===== config.mk =====
export PLATFORM = sky130hd
export DESIGN_NAME = cpu_core
export DESIGN_NICKNAME = d
export VERILOG_FILES = /design/src/rtl/cpu_core.sv
export SDC_FILE = /design/constraint.sdc
export NUM_CORES = 1
export LEC_CHECK = 0
export ABC_CLOCK_PERIOD_IN_PS = 9990
export CORE_MARGIN = 4
export CORE_UTILIZATION = 40
export CTS_CLUSTER_DIAMETER = 200
export DETAILED_ROUTE_END_ITERATION = 8
export PLACE_DENSITY = 0.57
export SKIP_LAST_GASP = 1
export SLEW_MARGIN = 20
export SYNTH_ARGS = -nofsm -noshare
export SYNTH_HDL_FRONTEND = slang
export SYNTH_SLANG_ARGS = --single-unit

===== constraint.sdc =====
create_clock -name clk -period 9.99 [get_ports clk]
set_clock_uncertainty 0.15 [all_clocks]
set_input_delay 1.4985 -clock clk [delete_from_list [all_inputs] [get_ports clk]]
set_output_delay 1.4985 -clock clk [all_outputs]
set_load 0.01 [all_outputs]

===== src/rtl/cpu_core.sv =====
// cpu_core: parametrised fetch/execute CPU for the 16-bit opcode/Rd/Rn/Rm ISA.
// Reads a synchronous instruction memory, talks to a req/ack data memory,
// reports OUT through a one-cycle strobe, and stops in a sticky halt state.
//
// Ports:
//   clk, rst            rising-edge clock, asynchronous active-high reset
//   imem_addr           instruction address (always the current pc)
//   imem_rdata          instruction word, valid the cycle after imem_addr
//   dmem_req/we/addr/wdata  data request, held stable until dmem_ack
//   dmem_rdata/ack      load data and one-cycle completion pulse
//   out_valid/out_data  OUT strobe and the register value it carries
//   halted              high once HALT executes, until rst
//   carry               carry/borrow flag
module cpu_core #(
    parameter int DATA_W  = 16,
    parameter int PC_W    = 8,
    parameter int DADDR_W = 8
) (
    input  logic               clk,
    input  logic               rst,
    output logic [PC_W-1:0]    imem_addr,
    input  logic [15:0]        imem_rdata,
    output logic               dmem_req,
    output logic               dmem_we,
    output logic [DADDR_W-1:0] dmem_addr,
    output logic [DATA_W-1:0]  dmem_wdata,
    input  logic [DATA_W-1:0]  dmem_rdata,
    input  logic               dmem_ack,
    output logic               out_valid,
    output logic [DATA_W-1:0]  out_data,
    output logic               halted,
    output logic               carry
);

    typedef enum logic [1:0] {S_FETCH, S_EXEC, S_MEM, S_HALT} state_t;

    localparam logic [3:0] OP_ADD  = 4'h0, OP_ADDI = 4'h1, OP_SUB  = 4'h2, OP_SUBI = 4'h3,
                           OP_AND  = 4'h4, OP_OR   = 4'h5, OP_XOR  = 4'h6, OP_OUT  = 4'h7,
                           OP_NAND = 4'h8, OP_HALT = 4'h9, OP_LSL  = 4'hA, OP_BL   = 4'hB,
                           OP_BEQ  = 4'hC, OP_BR   = 4'hD, OP_STUR = 4'hE, OP_LDUR = 4'hF;

    state_t               state_q, state_d;
    logic [PC_W-1:0]      pc_q, pc_d;
    logic                 carry_q, carry_d;
    logic [DATA_W-1:0]    regs_q [16];
    logic [DATA_W-1:0]    regs_d [16];
    logic                 mem_we_q, mem_we_d;
    logic [DADDR_W-1:0]   mem_addr_q, mem_addr_d;
    logic [DATA_W-1:0]    mem_wdata_q, mem_wdata_d;
    logic [3:0]           ld_reg_q, ld_reg_d;
    logic                 out_valid_q, out_valid_d;
    logic [DATA_W-1:0]    out_data_q, out_data_d;

    logic [3:0]           op, rd, rn, rm;
    logic [DATA_W-1:0]    rd_val, rn_val, rm_val, operand_b;
    logic [DATA_W:0]      add_res, sub_res;
    logic [PC_W-1:0]      pc_inc;
    logic                 rf_we;
    logic [3:0]           rf_waddr;
    logic [DATA_W-1:0]    rf_wdata;

    // The instruction register is the memory's own output register: imem_rdata
    // is decoded directly during EXEC, and MEM keeps what it needs in mem_*_q.
    always_comb begin
        {op, rd, rn, rm} = imem_rdata;
        rd_val    = regs_q[rd];
        rn_val    = regs_q[rn];
        rm_val    = regs_q[rm];
        operand_b = (op == OP_ADDI || op == OP_SUBI) ? DATA_W'(rm) : rm_val;
        add_res   = {1'b0, rn_val} + {1'b0, operand_b};
        // The extra top bit of the subtraction is the unsigned borrow.
        sub_res   = {1'b0, rn_val} - {1'b0, operand_b};
        pc_inc    = pc_q + PC_W'(1);
    end

    // State register: every flop, including the register file.
    always_ff @(posedge clk or posedge rst) begin
        if (rst) begin
            state_q     <= S_FETCH;
            pc_q        <= '0;
            carry_q     <= 1'b0;
            mem_we_q    <= 1'b0;
            mem_addr_q  <= '0;
            mem_wdata_q <= '0;
            ld_reg_q    <= '0;
            out_valid_q <= 1'b0;
            out_data_q  <= '0;
            for (int i = 0; i < 16; i++) regs_q[i] <= '0;
        end else begin
            state_q     <= state_d;
            pc_q        <= pc_d;
            carry_q     <= carry_d;
            mem_we_q    <= mem_we_d;
            mem_addr_q  <= mem_addr_d;
            mem_wdata_q <= mem_wdata_d;
            ld_reg_q    <= ld_reg_d;
            out_valid_q <= out_valid_d;
            out_data_q  <= out_data_d;
            for (int i = 0; i < 16; i++) regs_q[i] <= regs_d[i];
        end
    end

    // Next-state logic: FSM transitions plus the single register write port.
    always_comb begin
        state_d     = state_q;
        pc_d        = pc_q;
        carry_d     = carry_q;
        mem_we_d    = mem_we_q;
        mem_addr_d  = mem_addr_q;
        mem_wdata_d = mem_wdata_q;
        ld_reg_d    = ld_reg_q;
        out_valid_d = 1'b0;
        out_data_d  = out_data_q;
        rf_we       = 1'b0;
        rf_waddr    = rd;
        rf_wdata    = '0;
        case (state_q)
            S_FETCH: state_d = S_EXEC;
            S_EXEC: begin
                state_d = S_FETCH;
                pc_d    = pc_inc;
                case (op)
                    OP_ADD, OP_ADDI: begin
                        rf_we    = 1'b1;
                        rf_wdata = add_res[DATA_W-1:0];
                        carry_d  = add_res[DATA_W];
                    end
                    OP_SUB, OP_SUBI: begin
                        rf_we    = 1'b1;
                        rf_wdata = sub_res[DATA_W-1:0];
                        carry_d  = sub_res[DATA_W];
                    end
                    OP_AND:  begin rf_we = 1'b1; rf_wdata = rn_val & rm_val;    end
                    OP_OR:   begin rf_we = 1'b1; rf_wdata = rn_val | rm_val;    end
                    OP_XOR:  begin rf_we = 1'b1; rf_wdata = rn_val ^ rm_val;    end
                    OP_NAND: begin rf_we = 1'b1; rf_wdata = ~(rn_val & rm_val); end
                    // A 4-bit count at or beyond DATA_W shifts everything out.
                    OP_LSL:  begin rf_we = 1'b1; rf_wdata = rn_val << rm;       end
                    OP_OUT: begin
                        out_valid_d = 1'b1;
                        out_data_d  = rd_val;
                    end
                    OP_HALT: begin
                        state_d = S_HALT;
                        pc_d    = pc_q;
                    end
                    // Target comes from the pre-write R15, so BL R15 uses the old link.
                    OP_BL: begin
                        pc_d     = PC_W'(rd_val);
                        rf_we    = 1'b1;
                        rf_waddr = 4'hF;
                        rf_wdata = DATA_W'(pc_inc);
                    end
                    OP_BEQ: if (rn_val == rm_val) pc_d = PC_W'(rd_val);
                    OP_BR:  pc_d = PC_W'(rd_val);
                    OP_STUR, OP_LDUR: begin
                        state_d     = S_MEM;
                        pc_d        = pc_q;
                        mem_we_d    = (op == OP_STUR);
                        mem_addr_d  = DADDR_W'(rd_val);
                        mem_wdata_d = rn_val;
                        ld_reg_d    = rn;
                    end
                    default: ;
                endcase
            end
            S_MEM: begin
                if (dmem_ack) begin
                    state_d  = S_FETCH;
                    pc_d     = pc_inc;
                    rf_we    = !mem_we_q;
                    rf_waddr = ld_reg_q;
                    rf_wdata = dmem_rdata;
                end
            end
            default: ;
        endcase

        for (int i = 0; i < 16; i++) regs_d[i] = regs_q[i];
        if (rf_we) regs_d[rf_waddr] = rf_wdata;
    end

    // Outputs come from state flops only, so reset clears them immediately.
    always_comb begin
        imem_addr  = pc_q;
        dmem_req   = (state_q == S_MEM);
        dmem_we    = mem_we_q;
        dmem_addr  = mem_addr_q;
        dmem_wdata = mem_wdata_q;
        out_valid  = out_valid_q;
        out_data   = out_data_q;
        halted     = (state_q == S_HALT);
        carry      = carry_q;
    end

endmodule

==> results.sh <==
export IMPL_outcome="completed"
export IMPL_syn_area_um2=22440
export IMPL_finalCritPeriodShare_pct=71.38
export IMPL_postPlaceCellArea_um2=23970
export IMPL_yosys_area_top_type_share_pct=34.91
export IMPL_worstSkewPairLatency_ns=0.57
export IMPL_syn_area_per_cell_um2=10.55
export IMPL_yosysWarnings=0
export IMPL_firstDrtPassIters=8
export IMPL_met2_length_um=39540
export IMPL_r2r_end="regs_q[47]"
export IMPL_drtAntennaViolNets=0
export IMPL_drive_gt1_share_pct=22.80
export IMPL_peakVddDrop_mv=0.1184
export IMPL_seq_power_share_pct=35.1
export IMPL_die_w_um=244.9
export IMPL_antenna_found_initial=0
export IMPL_reg2reg_setup_slack_ns=4.59
export IMPL_clock_sinks=313
export IMPL_nNetsFinal=2260
export IMPL_netlist_instances=2126
export IMPL_p_per_area_nw_per_um2=196.6
export IMPL_fmax_mhz=140.2
export IMPL_drc_errors=0
export IMPL_wirelength_met1_um=34280
export IMPL_viasPerCell=6.451
export IMPL_synthTopCellsByArea="dfrtp_1 35%, mux4_2 20%, mux2_2 6.5%"
export IMPL_yosysMostFrequentCell="nand2_1"
export IMPL_async_reset_ff_share_pct=100.0
export IMPL_hold_class="reg2reg"
export IMPL_root_buffer="clkbuf_16"
export IMPL_final_hold_violation_count=0
export IMPL_critPathCaptureType="flop"
export IMPL_routed_wl_um=85900
export IMPL_pwr_share_comb_pct=36.5
export IMPL_grt_pass1_vias=18550
export IMPL_path_clk_slew_ns=0.06
export IMPL_yosysUniqueCellTypes=92
export IMPL_ys_seq_elements=313
export IMPL_regToRegStartpoint="regs_q[104]"
export IMPL_grt_max_degree=160
export IMPL_die_h_um=244.9
export IMPL_avgRoutedWirePerCell_um=29.34
export IMPL_ios=88
export IMPL_postCtsHoldBufs=0
export IMPL_coreArea_um2=55310
export IMPL_drtIter0Drc=2485
export IMPL_rsz0062_at_grt="false"
export IMPL_switching_share_pct=37.73
export IMPL_numCtsBuffers=38
export IMPL_worstMarginPinSlew_ns=1.198
export IMPL_crit_arrival_ns=7.40
export IMPL_gp_congestion=1.021
export IMPL_io_buffer_count=87
export IMPL_worstSetupPathType="in2reg"
export IMPL_period_needed_ns=7.131
export IMPL_syn_num_nets=2232
export IMPL_critical_path_required_ns=10.26
export IMPL_route_met3_wl_um=7293
export IMPL_p_switching_w=0.001872
export IMPL_synth_edf_count=0
export IMPL_grt_overflow=0
export IMPL_track_usage_pct=28.14
export IMPL_cts_path_max_buffers=3
export IMPL_hold_end="out_data[3]"
export IMPL_p_int_w=0.003089
export IMPL_max_cap_violations=0
export IMPL_syn_to_final_growth_pct=12.48
export IMPL_min_from="out_data[3]"
export IMPL_whs_path_depth=2
export IMPL_die_area_um2=59950
export IMPL_htreeDepth=2
export IMPL_dp_cells=2860
export IMPL_postLayoutCellArea_um2=25240
export IMPL_finalSetupViolCount=0
export IMPL_critical_path_max_fanout=37
export IMPL_synth_largest_area_cell="dfrtp_1"
export IMPL_worst_r2r_cell_count=13
export IMPL_postCtsSetupBuffers=0
export IMPL_maxSlewHeadroom_pct=19.50
export IMPL_p_leak_nw=10.54
export IMPL_rows=86
export IMPL_start_kind="input port"
export IMPL_initial_utilization_pct=40.57
export IMPL_post_cts_resized=0
export IMPL_cts_tree="yes"
export IMPL_place_hpwl_um=60330
export IMPL_final_cells=2928
export IMPL_ys_flop_type="dfrtp_1"
export IMPL_yosysSeqAreaShare_pct=34.91
export IMPL_slew_viol_final=0
export IMPL_top_layer_used="met4"
export IMPL_fillers=5206
export IMPL_num_antenna_cells=0
export IMPL_grt_pass1_wl_um=125900
export IMPL_vias=18890
export IMPL_netlist_top_cells_count="378 x nand2_1, 313 x dfrtp_1, 202 x mux4_2"
export IMPL_setup_tns_final_ns=0
export IMPL_p_clk_share_pct=28.4
metal layers:
metal	GRT usage, %	vias to the layer above
met5	0	-
met4	13.21	0
met3	5.418	222
met2	44.49	1035
met1	37.62	9566
li1	-	8065
power by group through the flow:
| stage | logic, W | registers (W) | clock network (W) |
|---|---|---|---|
| after floorplan | 0.00114 | 0.00170 | 0 |
| after global placement | 0.00177 | 0.00174 | 0 |
| after detailed placement | 0.00178 | 0.00175 | 0 |
| after CTS | 0.00179 | 0.00173 | 0.00143 |
| after global routing | 0.00193 | 0.00177 | 0.00149 |
| final | 0.00181 | 0.00174 | 0.00141 |
layout make-up:
| class | count | area (µm²) | area share [%] |
|---|---|---|---|
| multi-input combinational | 1578 | 13630 | 54.00 |
| sequential | 313 | 7833 | 31.03 |
| timing repair buffer | 147 | 1306 | 5.175 |
| clock buffer | 53 | 1109 | 4.392 |
| tap | 748 | 935.9 | 3.708 |
| inverter | 76 | 289.0 | 1.145 |
| clock inverter | 13 | 137.6 | 0.5453 |
state kept, by name (all words and copies together) (netlist names):
signal	cells
dmem_wdata	16
out_valid	1
regs_q	256
imem_addr	8
out_data	16
ld_reg_q	4
state_q	2
carry	1
dmem_we	1
dmem_addr	8
how the worst max path moves through the flow:
stage / from / endpoint / slack (ns) / depth (start not counted)
6_report: imem_rdata[0] / regs_q[188] / 2.86 / 16
5_1_grt: imem_rdata[0] / regs_q[124] / 2.41 / 16
4_1_cts: imem_rdata[0] / regs_q[188] / 2.67 / 15
3_5_place_dp: imem_rdata[0] / regs_q[188] / 2.10 / 15
3_3_place_gp: imem_rdata[0] / regs_q[12] / 2.20 / 15
2_1_floorplan: imem_rdata[0] / regs_q[110] / 3.11 / 19
through the flow:
stage | total power, W | util [%] | hold WS [ns] | worst slack [ns]
2_1_floorplan | 0.002842 | - | 0.2966 | 3.110
3_3_place_gp | 0.003504 | 43.31 | 0.3133 | 2.199
3_5_place_dp | 0.003536 | 43.35 | 0.3159 | 2.096
4_1_cts | 0.004954 | 45.60 | 0.3300 | 2.667
5_1_grt | 0.005186 | 45.63 | 0.3520 | 2.412
6_report | 0.004961 | 45.63 | 0.3252 | 2.859
worst max-delay path, cell delays in order:
cell and delay [ns]:
buf_4 0.49, buf_4 0.74, clkinv_1 0.79, o21ai_0 0.54, ha_1 0.26, inv_1 0.06, fa_1 0.41, o21bai_1 0.29
a21oi_1 0.12, a31oi_1 0.31, a21oi_1 0.12, a221oi_1 0.31, xnor2_1 0.19, a221oi_2 0.75, buf_4 0.29, o21ai_0 0.11
logic make-up (layout without fill, tap and decap cells):
family | after synthesis | count (layout) | share of synthesized area, %
buf+inv | 235 | 289 | 4.712
xor+xnor | 17 | 17 | 0.6635
flops | 313 | 313 | 34.91
compound gates | 484 | 484 | 14.69
fa+ha+maj | 71 | 71 | 4.026
simple gates | 643 | 643 | 12.61
mux | 363 | 363 | 28.39
cells in the final DEF (no fill, tap or decap), types with 9 or more instances in the layout:
cell	n
a21oi_1	53
a31oi_1	26
nand2b_1	15
and3_1	12
a22oi_1	21
mux2_2	130
o31ai_1	76
nand2_1	378
nor2_1	106
o211ai_1	13
dfrtp_1	313
a211oi_1	11
and2_1	9
clkdlybuf4s50_1	79
o21a_1	11
mux4_2	202
o22ai_1	16
xnor2_1	11
nor3_1	22
clkbuf_16	39
o221ai_1	10
nand3_1	17
inv_1	69
buf_4	64
mux2i_1	28
nor2b_1	18
a221oi_1	12
ha_1	69
o21ai_0	143
Power figures use the tool's default switching activity.
